--- config.mk ---
export PLATFORM = sky130hd
export DESIGN_NAME = pipe_control
export DESIGN_NICKNAME = d
export VERILOG_FILES = /design/src/rtl/pipe_control.sv
export SDC_FILE = /design/constraint.sdc
export NUM_CORES = 1
export LEC_CHECK = 0
export CORE_MARGIN = 1.5
export CORE_UTILIZATION = 35
export DETAILED_ROUTE_END_ITERATION = 10
export HOLD_SLACK_MARGIN = 0.03
export PLACE_DENSITY = 0.67
export SYNTH_ARGS = -nofsm -noshare
export SYNTH_HDL_FRONTEND = slang
export SYNTH_SLANG_ARGS = --single-unit
--- constraint.sdc ---
create_clock -name i_clock -period 1.4 [get_ports i_clock]
set_input_delay 0.14 -clock i_clock [delete_from_list [all_inputs] [get_ports i_clock]]
set_output_delay 0.14 -clock i_clock [all_outputs]
set_load 0.03 [all_outputs]
--- src/rtl/pipe_control.sv ---
// Main-control pipeline for ID/EX/MEM/WB: decodes the opcode in ID and carries EX/MEM/WB control bundles down the pipe.
// Latency: o_ex, o_mem and o_wb follow ID by 1, 2 and 3 cycles; o_jump, o_stall and o_illegal are combinational.
// Backpressure: a load-use hazard stalls PC and IF/ID for one cycle and puts a bubble into EX; i_enable low freezes every stage.
module pipe_control #(
  parameter int DATA_WIDTH = 32,
  parameter int SIZEOP     = 6,
  parameter int REG_ADDR   = 5
) (
  input  logic                  i_clock,
  input  logic                  i_reset,
  input  logic [DATA_WIDTH-1:0] i_instruccion,
  input  logic                  i_valid,
  input  logic                  i_enable,
  input  logic                  i_flush,
  output logic [3:0]            o_ex,
  output logic [2:0]            o_mem,
  output logic [1:0]            o_wb,
  output logic                  o_jump,
  output logic                  o_stall,
  output logic                  o_illegal
);

  localparam int OP_LSB = DATA_WIDTH - SIZEOP;
  localparam int RS_LSB = OP_LSB - REG_ADDR;
  localparam int RT_LSB = RS_LSB - REG_ADDR;

  localparam logic [SIZEOP-1:0] OP_R    = SIZEOP'(6'b000000);
  localparam logic [SIZEOP-1:0] OP_LW   = SIZEOP'(6'b100011);
  localparam logic [SIZEOP-1:0] OP_SW   = SIZEOP'(6'b101011);
  localparam logic [SIZEOP-1:0] OP_BEQ  = SIZEOP'(6'b000100);
  localparam logic [SIZEOP-1:0] OP_ADDI = SIZEOP'(6'b001000);
  localparam logic [SIZEOP-1:0] OP_J    = SIZEOP'(6'b000010);

  // ex = {RegDst, ALUSrc, ALUOp[1:0]}, mem = {MemRead, MemWrite, Branch}, wb = {RegWrite, MemtoReg}
  typedef struct packed {
    logic [3:0] ex;
    logic [2:0] mem;
    logic [1:0] wb;
  } ctrl_t;

  typedef struct packed {
    ctrl_t               ctrl;
    logic [REG_ADDR-1:0] rt;
    logic                vld;
  } idex_t;

  typedef struct packed {
    logic [2:0] mem;
    logic [1:0] wb;
    logic       vld;
  } exmem_t;

  typedef struct packed {
    logic [1:0] wb;
    logic       vld;
  } memwb_t;

  logic [SIZEOP-1:0]   id_op;
  logic [REG_ADDR-1:0] id_rs;
  logic [REG_ADDR-1:0] id_rt;
  logic                unused_imm;

  assign id_op      = i_instruccion[DATA_WIDTH-1:OP_LSB];
  assign id_rs      = i_instruccion[OP_LSB-1:RS_LSB];
  assign id_rt      = i_instruccion[RS_LSB-1:RT_LSB];
  assign unused_imm = ^i_instruccion[RT_LSB-1:0];

  ctrl_t id_ctrl;
  logic  id_known;
  logic  id_is_j;
  logic  id_uses_rt;

  always_comb begin
    id_ctrl    = '0;
    id_known   = 1'b1;
    id_is_j    = 1'b0;
    id_uses_rt = 1'b0;
    case (id_op)
      OP_R: begin
        id_ctrl    = {4'b1010, 3'b000, 2'b11};
        id_uses_rt = 1'b1;
      end
      OP_LW:   id_ctrl = {4'b0100, 3'b100, 2'b10};
      OP_SW: begin
        id_ctrl    = {4'b0100, 3'b010, 2'b00};
        id_uses_rt = 1'b1;
      end
      OP_BEQ: begin
        id_ctrl    = {4'b0001, 3'b001, 2'b00};
        id_uses_rt = 1'b1;
      end
      OP_ADDI: id_ctrl = {4'b0111, 3'b000, 2'b11};
      OP_J:    id_is_j = 1'b1;
      default: id_known = 1'b0;
    endcase
  end

  idex_t  idex_q,  idex_d;
  exmem_t exmem_q, exmem_d;
  memwb_t memwb_q, memwb_d;

  // ADDI and LW only read rs, so rt is compared only for R_TYPE, SW and BEQ
  logic load_use;
  assign load_use = idex_q.vld && idex_q.ctrl.mem[2] && (idex_q.rt != '0) &&
                    ((idex_q.rt == id_rs) || (id_uses_rt && (idex_q.rt == id_rt))) &&
                    i_valid;

  assign o_stall   = load_use && !i_flush;
  assign o_jump    = i_valid && id_is_j;
  assign o_illegal = i_valid && !id_known;

  always_comb begin
    idex_d  = idex_q;
    exmem_d = exmem_q;
    memwb_d = memwb_q;
    if (i_enable) begin
      memwb_d = '{wb: exmem_q.wb, vld: exmem_q.vld};
      if (i_flush) begin
        idex_d  = '0;
        exmem_d = '0;
      end else begin
        exmem_d = '{mem: idex_q.ctrl.mem, wb: idex_q.ctrl.wb, vld: idex_q.vld};
        if (load_use || !i_valid) begin
          idex_d = '0;
        end else begin
          idex_d = '{ctrl: id_ctrl, rt: id_rt, vld: 1'b1};
        end
      end
    end
  end

  always_ff @(posedge i_clock or negedge i_reset) begin
    if (!i_reset) begin
      idex_q  <= '0;
      exmem_q <= '0;
      memwb_q <= '0;
    end else begin
      idex_q  <= idex_d;
      exmem_q <= exmem_d;
      memwb_q <= memwb_d;
    end
  end

  assign o_ex  = idex_q.vld  ? idex_q.ctrl.ex : 4'b0000;
  assign o_mem = exmem_q.vld ? exmem_q.mem    : 3'b000;
  assign o_wb  = memwb_q.vld ? memwb_q.wb     : 2'b00;

endmodule

==> run metrics <==
layout cells sized above 1=0.330; pin count of the biggest net entering global routing=24; FP Rows=21; PortBufs=32; Initial DRT Pass Iterations=4; Req. time, crit path=1.26 ns; CTS clk-pin slew, worst paths=0.09 ns; post-synthesis cell count=139; Clk Latency, worst-skew pair=0.26 ns; final hold viol count=0; r2r worst-path depth=7; Arrival @ worst endpoint=1.71 ns; CP max stage delay=0.41 ns; CTS buffer count=3; Slew HR=0.795; WL/cell=14.5 µm; Crit path top cell by count=buf_6; Final Setup Violations=15; syn_area_per_cell=9.36 µm²; syn nets=176; routability cong.=0.931; worst-path cell chain=buf_6 > xor2_1 > nor3_1 > and4_4 > buf_6 > o21ba_4 > buf_6; FMAX=542 MHz; Cell Area, Synth=0.00130 mm²; status=finished, violations left; min-delay worst type=input port to asynchronous set/reset pin; most common cell after layout, fill and taps aside=buf_4; leading cell types by total area after synthesis=dfrtp_1 44%, o32ai_1 6.1%, xor2_1 5.4%, inv_1 4.3%, nand2_1 4.3%; Power Total=0.00139 W; Total GRT Usage=0.184; area post-placement=0.00182 mm²; starting density of the core=0.378; # H-tree levels=1; post-DR vias/cell=5.14; Cell variety after synth=32; failing checks=setup timing; Crit-path slowest cell=dfrtp_1; Die X=64.0 µm; reg-to-reg slack, setup=-0.38 ns; Multi-input gate area=761 µm²; Post-DP HPWL=2.55 mm; Final period util=1.32; Register Area=576 µm²; nets@finish=241; Util after Layout=0.610; die area=0.00409 mm²; Synth area leader=dfrtp_1; Core Area=0.00344 mm²; Startpoint Class=flip-flop; R2R Path Start=idex_q[5]; clock tree buffer depth=2; Top delay family on crit path=simple AND/OR/NAND/NOR gates; Design Area, Final=0.00210 mm²; register area share after synthesis=0.442; # fillers=308; Yosys top cell area share=0.442; Setup WS pre-CTS=-0.578 ns; Root Buffer=clkbuf_8; Iter 0 DRT Violations=57; Post-CTS Hold Fix Bufs=0; Yosys reg bits=23; area delta synth->final=61.4%; Leakage=0.989 nW; diode count=0; Worst Skew=0.00179 ns; CP Max Fanout=3; pwr dens=663 mW/mm²; reg2reg end=idex_q[12]; WS Path Type=flip-flop to output pin; post-route ant nets=0; crit path buf inv count=3; vias in the first global route=1384; Worst setup EP type=output pin; maximum VDD drop=0.000421 V; Die Ht=64.0 µm; first-pass GRT wire length=6.08 mm; minimum clock period after layout=1.85 ns; CTS tree=yes; commonest non-fill, non-tap cells in the layout=29 x buf_4, 23 x dfrtp_1, 15 x inv_1, 15 x nand2_1, 14 x clkdlybuf4s50_1; top-level port count=49; CTS Sinks=23; DRC viols=0; MaxCap Viol Count=0; measured slew at the worst slew-check pin=0.308 ns; Max Slew Vio Count=0; yosys warns=0; unrepaired setup endpoints after global routing=true; grt ovf=0; PnR worst setup slack=-0.446 ns; final wirelength=3.61 mm; initial antenna violation count=0; total number of vias=1281
[area by class of cell]
cell class / instances / area share
multi-input cells: 92 / 0.362
repair buffers: 68 / 0.285
flip-flops and latches: 23 / 0.274
inverters: 16 / 0.0286
well taps: 46 / 0.0274
clock buffers: 3 / 0.0197
clock inverters: 1 / 0.00357
[cell usage after synthesis (all sizes together)]
library cell,number
dfrtp,23
inv,15
nand2,15
o21ai,10
o32ai,9
nor2,8
xor2,8
and2,5
o41ai,5
buf,4
clkbuf,4
nand3b,4
and4,3
mux2,3
or4,3
xnor2,3
a21oi,2
nor3,2
nor4,2
or2,2
or3,2
a21o,1
clkinv,1
nand2b,1
nand4,1
nand4b,1
o21ba,1
o31ai,1
[metrics by stage]
stage               setup TNS (ns)  std cells  hold slack [ns]
detailed placement           -7.48        235            0.476
CTS                          -4.57        249            0.247
finish                       -4.44        249            0.238
floorplan                    -1.50        139           -0.156
global route                 -5.50        249            0.265
global placement             -6.96        235            0.459
[cell families after synthesis]
family | Yosys count | share of synthesized area
xor+xnor | 11 | 0.0740
simple gates | 49 | 0.204
compound gates | 29 | 0.160
buf+inv | 24 | 0.0942
mux | 3 | 0.0260
flops | 23 | 0.442
[flip-flops by register name, indices dropped and copies added (netlist names)]
| register | flops |
|---|---|
| exmem_q | 6 |
| idex_q | 14 |
| memwb_q | 3 |
[routing by layer]
layer / track usage / wire, µm / up-vias
met3: 0.0299 / 141 / 10
met5: 0 / 0 / -
met4: 0.0625 / 66 / 0
li1: - / - / 618
met1: 0.228 / 1580 / 619
met2: 0.323 / 1820 / 34
[repair_timing]
action,CTS,global route
cloned,1,0
buffers inserted,9,0
setup endpoints to repair,25,20
pin swaps,16,2
gates resized for setup,40,9
[power by group]
part           total (W)  internal [W]  switching, W
registers       0.000697      0.000681     0.0000156
logic           0.000270      0.000143      0.000127
clock network   0.000425      0.000201      0.000224
[worst max path at each step]
stage,slack (ns),to,start,cells after the start
finish,-0.45,o_stall,idex_q[3],7
global route,-0.54,o_stall,idex_q[3],7
CTS,-0.47,o_stall,idex_q[4],5
detailed placement,-0.58,idex_q[11],i_instruccion[31],4
global placement,-0.50,o_stall,i_instruccion[31],6
floorplan,-0.17,o_stall,idex_q[5],6
No activity file was read; power rests on OpenSTA's default activity.
